[config.mk]
export PLATFORM = sky130hd
export DESIGN_NAME = fxp40s_normalizer
export DESIGN_NICKNAME = d
export VERILOG_FILES = /design/src/rtl/fxp40s_normalizer_pkg.sv /design/src/rtl/fxp40s_normalizer_lsc.sv /design/src/rtl/fxp40s_normalizer.sv
export SDC_FILE = /design/constraint.sdc
export NUM_CORES = 1
export LEC_CHECK = 0
export CAP_MARGIN = 20
export CORE_UTILIZATION = 45
export DETAILED_ROUTE_END_ITERATION = 10
export PLACE_DENSITY = 0.69
export SKIP_CTS_REPAIR_TIMING = 1
export SLEW_MARGIN = 20
export SYNTH_ARGS = -nofsm -noshare
export SYNTH_HDL_FRONTEND = slang
export SYNTH_SLANG_ARGS = --single-unit
[constraint.sdc]
create_clock -name clk -period 4.3 [get_ports clk]
set_input_delay 0.43 -clock clk [delete_from_list [all_inputs] [get_ports clk]]
set_output_delay 0.43 -clock clk [all_outputs]
set_load 0.02 [all_outputs]
[src/rtl/fxp40s_normalizer_pkg.sv]
// Shared fxp40s definitions: field widths, exponent bias and the shift-to-exponent helper.
package fxp40s_normalizer_pkg;

  localparam int FXP40S_WIDTH    = 40;
  localparam int FXP40S_ADDR     = 6;
  localparam int FXP40S_SIGN     = 39;
  localparam int FXP40S_MAG      = 39;
  localparam int FXP40S_LSB_POW  = -24;
  localparam int FXP40S_EXP_BIAS = 15;
  localparam int FXP40S_SHIFT_W  = 6;
  localparam int FXP40S_EXP_W    = 7;

  typedef logic [FXP40S_WIDTH-1:0] fxp40s_t;

  // Exponent of the normalized mantissa: bias minus the applied left shift.
  function automatic logic [FXP40S_EXP_W-1:0] exp_from_shift(input logic [FXP40S_SHIFT_W-1:0] s);
    return FXP40S_EXP_W'(FXP40S_EXP_BIAS) - {1'b0, s};
  endfunction

endpackage

[src/rtl/fxp40s_normalizer_lsc.sv]
// fxp40s_lsc: combinational leading-sign counter (redundant sign bits below bit 39).
module fxp40s_lsc
  import fxp40s_normalizer_pkg::*;
(
  input  logic [FXP40S_WIDTH-1:0]   i_data,
  output logic [FXP40S_SHIFT_W-1:0] o_count
);

  logic [FXP40S_MAG-1:0] w_diff;

  assign w_diff = i_data[FXP40S_MAG-1:0] ^ {FXP40S_MAG{i_data[FXP40S_SIGN]}};

  // Highest differing bit wins because later iterations overwrite lower ones.
  always_comb begin
    o_count = 6'd39;
    for (int i = 0; i < FXP40S_MAG; i++) begin
      o_count = w_diff[i] ? 6'(38 - i) : o_count;
    end
  end

endmodule

[src/rtl/fxp40s_normalizer.sv]
// fxp40s_normalizer: 3-stage leading-sign normalizer with global stall.
// Optional canonical-zero output enabled by `define FXP40S_NORM_ZERO_EN.
module fxp40s_normalizer
  import fxp40s_normalizer_pkg::*;
(
  input  logic                      clk,
  input  logic                      rst,
  input  logic                      in_valid,
  output logic                      in_ready,
  input  logic [FXP40S_WIDTH-1:0]   in_data,
  output logic                      out_valid,
  input  logic                      out_ready,
  output logic [FXP40S_WIDTH-1:0]   out_mant,
  output logic [FXP40S_SHIFT_W-1:0] out_shift,
  output logic [FXP40S_EXP_W-1:0]   out_exp
`ifdef FXP40S_NORM_ZERO_EN
  ,
  output logic                      out_zero
`endif
);

  logic                      w_advance;
  logic                      r1_valid;
  logic [FXP40S_WIDTH-1:0]   r1_data;
  logic                      r2_valid;
  logic [FXP40S_WIDTH-1:0]   r2_data;
  logic [FXP40S_SHIFT_W-1:0] r2_shift;
  logic [FXP40S_SHIFT_W-1:0] w_count;
  logic [FXP40S_SHIFT_W-1:0] w_shift_s2;
  logic [FXP40S_WIDTH-1:0]   w_coarse;
  logic [FXP40S_WIDTH-1:0]   w_fine;

  assign w_advance = ~out_valid | out_ready;
  assign in_ready  = w_advance;

  fxp40s_lsc u_lsc (
    .i_data  (r1_data),
    .o_count (w_count)
  );

`ifdef FXP40S_NORM_ZERO_EN
  logic r2_zero;
  logic w_zero_s2;
  assign w_zero_s2  = (r1_data == 40'd0);
  assign w_shift_s2 = w_zero_s2 ? 6'd0 : w_count;
`else
  assign w_shift_s2 = w_count;
`endif

  // Coarse shift by multiples of 8, then the fine 0..7 remainder in S3.
  assign w_coarse = r1_data << {w_shift_s2[5:3], 3'b000};
  assign w_fine   = r2_data << r2_shift[2:0];

  always_ff @(posedge clk or posedge rst) begin
    if (rst) begin
      r1_valid <= 1'b0;
      r1_data  <= 40'd0;
    end else if (w_advance) begin
      r1_valid <= in_valid;
      r1_data  <= in_data;
    end
  end

  always_ff @(posedge clk or posedge rst) begin
    if (rst) begin
      r2_valid <= 1'b0;
      r2_data  <= 40'd0;
      r2_shift <= 6'd0;
`ifdef FXP40S_NORM_ZERO_EN
      r2_zero  <= 1'b0;
`endif
    end else if (w_advance) begin
      r2_valid <= r1_valid;
      r2_data  <= w_coarse;
      r2_shift <= w_shift_s2;
`ifdef FXP40S_NORM_ZERO_EN
      r2_zero  <= w_zero_s2;
`endif
    end
  end

  always_ff @(posedge clk or posedge rst) begin
    if (rst) begin
      out_valid <= 1'b0;
      out_mant  <= 40'd0;
      out_shift <= 6'd0;
      out_exp   <= 7'd0;
`ifdef FXP40S_NORM_ZERO_EN
      out_zero  <= 1'b0;
`endif
    end else if (w_advance) begin
      out_valid <= r2_valid;
      out_mant  <= w_fine;
      out_shift <= r2_shift;
`ifdef FXP40S_NORM_ZERO_EN
      out_exp   <= r2_zero ? 7'd0 : exp_from_shift(r2_shift);
      out_zero  <= r2_zero;
`else
      out_exp   <= exp_from_shift(r2_shift);
`endif
    end
  end

endmodule
==> metrics.cfg <==
[run_status]
status = completed

[global_route]
grt_pass1_wl_um = 35740
grt_usage = 0.2493
grt.overflow.total = 0
grt_pass1_vias = 6551
grt_max_degree = 96
antenna_found_initial = 0

[synth]
ys_seq_area_frac = 0.4271
syn_inst = 923
ys_seq_elements = 141
ys_types = 71
synth-main-ff-cell = dfrtp_1
synth.net_count = 968
avgSynthCellArea_um2 = 8.950
synthArstFlopShare = 1.000
syn_area_mm2 = 0.008260
synth_edf_count = 0
yosys_warnings = 0

[clocking]
htreeDepth = 4
clk_latency_ns = 0.43
cts_tree = done
clock_sinks = 141
cts_made_buffers = 17
clk_pin_slew_ns = 0.06
clock_path_buffers = 2
root_buffer = clkbuf_16

[routing]
firstDrtPassIters = 5
dr_total_vias = 6880
post-route-drc-count = 0
drt_iter0_markers = 455
postRouteAntennaNets = 0
wl_per_cell_um = 18.09
routed_wl_um = 21940
vias_per_cell = 5.672

[critical_path]
path_buf_inv = 1
critPathTopFamily = simple AND/OR/NAND/NOR gates
critPathMaxStageDelay_ns = 0.60
rrSetupSlack_ns = 0.99
reg2reg_from = r1_data[39]$_DFFE_PP0P_
critPathSlowestCell = dfrtp_1
crit_path_end_kind = flip-flop
critPathRequiredTime_ns = 4.61
crit_chain = buf_4 -> or4_4 -> o22ai_4 -> nand4_2 -> nand2_4 -> mux2_2 -> a221o_1
startpoint_type = flip-flop
cp_max_fo = 20
cp-startpoint = r1_data[39]$_DFFE_PP0P_
crit_type = flip-flop to flip-flop
crit_arrival_ns = 3.61

[sta]
fin_tns_setup_ns = 0
fmax_ghz = 0.3025
rsz0062_at_grt = no
slew_violations = 0
setup_viol = 0
fin_crit_ns = 3.306
slew_headroom = 0.3300
finalHoldViolations = 0
skew_ns = 0.007847
tightest_slew_ns = 1.005
period_share = 0.7688

[floorplan]
core_area_mm2 = 0.01796
die_x_um = 137.5
die_h_um = 137.5
dieArea_mm2 = 0.01890
initial_core_util = 0.4598
rows = 49
ios = 99

[min_path]
hold_class = flip-flop to flip-flop
hp-start = out_exp[5]$_DFFE_PP0P_

[cells_and_area]
final_nets = 1016
final_cell_mix = nand2_1 (219), dfrtp_1 (139), mux2i_1 (111)
drive_above_1_share = 0.07724
antenna_cells = 0
finalInstanceArea_mm2 = 0.009768
layout_commonest_cell = nand2_1
fin_cells = 1213
area_growth_pct = 18.25

[place]
port-buffer-count = 98
placed_cell_area_mm2 = 0.009170
dp.cells = 1181
dp_hpwl_um = 15340
routabilityCongestion = 0.9024

[job]
cap_violations = 0

[power]
p_leak_nw = 4.171
powerDensity_mw_per_mm2 = 686.4
vdd_drop_max_uv = 345.5

## report_power, final
group	switching, W	total [W]	internal, W
Sequential	0.000659	0.00246	0.00180
Combinational	0.00149	0.00276	0.00127
Clock	0.000574	0.00149	0.000913
## routing by layer
| metal | wire length [um] | track usage | vias up |
|---|---|---|---|
| met1 | 10130 | 0.3475 | 3265 |
| met5 | 0 | 0 | - |
| met4 | 533 | 0.09219 | 0 |
| met2 | 10380 | 0.3908 | 205 |
| li1 | - | - | 3370 |
| met3 | 905 | 0.03679 | 40 |
## worst paths after layout
check                                      endpoint  cells after the start
hold reg to reg              out_exp[5]$_DFFE_PP0P_                      2
max in group asynchronous    r1_data[1]$_DFFE_PP0P_                      3
min in group asynchronous  out_mant[32]$_DFFE_PP0P_                      2
setup reg to reg            r2_data[35]$_DFFE_PP0P_                      7
hold / removal               out_exp[5]$_DFFE_PP0P_                      2
setup / recovery            r2_data[35]$_DFFE_PP0P_                      7
## state kept, by name (all words and copies together), names as in the netlist
name,flops
out_mant,40
r1_data,40
r2_data,40
out_exp,6
out_shift,6
r2_shift,6
out_valid,1
r1_valid,1
r2_valid,1
## per-stage QoR
| stage | hold slack, ns | utilization | worst slack [ns] | total power (W) |
|---|---|---|---|---|
| finish | 0.4613 | 0.5438 | 0.9940 | 0.006705 |
| global route | 0.4935 | 0.5438 | 0.8551 | 0.007153 |
| global placement | 0.4421 | 0.5105 | 1.095 | 0.005165 |
| detailed placement | 0.4546 | 0.5105 | 1.049 | 0.005225 |
| floorplan | 0.4300 | - | 0.08878 | 0.004219 |
| CTS | 0.4676 | 0.5436 | 1.028 | 0.006728 |
## layout make-up
class	instances	area, um2
multi-input cells	683	4209
clock buffers	22	484.2
repair buffers	110	1071
well taps	229	286.5
fillers	1679	8195
flip-flops and latches	141	3533
clock inverters	10	111.4
inverters	18	72.57
## worst min-delay path, stage by stage (launching register included)
cell	delay (ns)
dfrtp_1	0.34
nand2_1	0.05
nand2_1	0.04
## cell families (layout without fill, tap and decap cells)
family	count (synthesis)	count (layout)	share of synthesized area
muxes	125	125	0.1577
and+or+nand+nor	329	329	0.1722
DFF	141	141	0.4271
buffers and inverters	99	160	0.06347
adders and majority gates	1	1	0.001514
AOI/OAI and AO/OA	228	228	0.1780
## cells in the mapped netlist (all sizes together) (4+ instances only)
cell type  count  area, um2
o22ai          6      85.08
nor3          13      65.06
or4            6      53.80
mux2i        111       1111
dfrtp        141       3528
nand2        220      833.3
a211o          5      43.79
a211oi         6      50.05
mux2          12      146.4
nor2b          4      25.02
a31oi         13      81.33
a21oi         40      200.2
nor2          32      122.6
nand3         27      135.1
or3            4      25.02
a21o           8      60.06
clkbuf        55      277.8
inv           18      67.57
nor4           5      31.28
o21ai        103      515.5
a22o           4      35.03
and3           5      33.78
buf           26      178.9
a221o         11      110.1
o21a           4      37.53
a2111oi        5      51.30
Note: power is estimated with default switching activity, not from simulation.
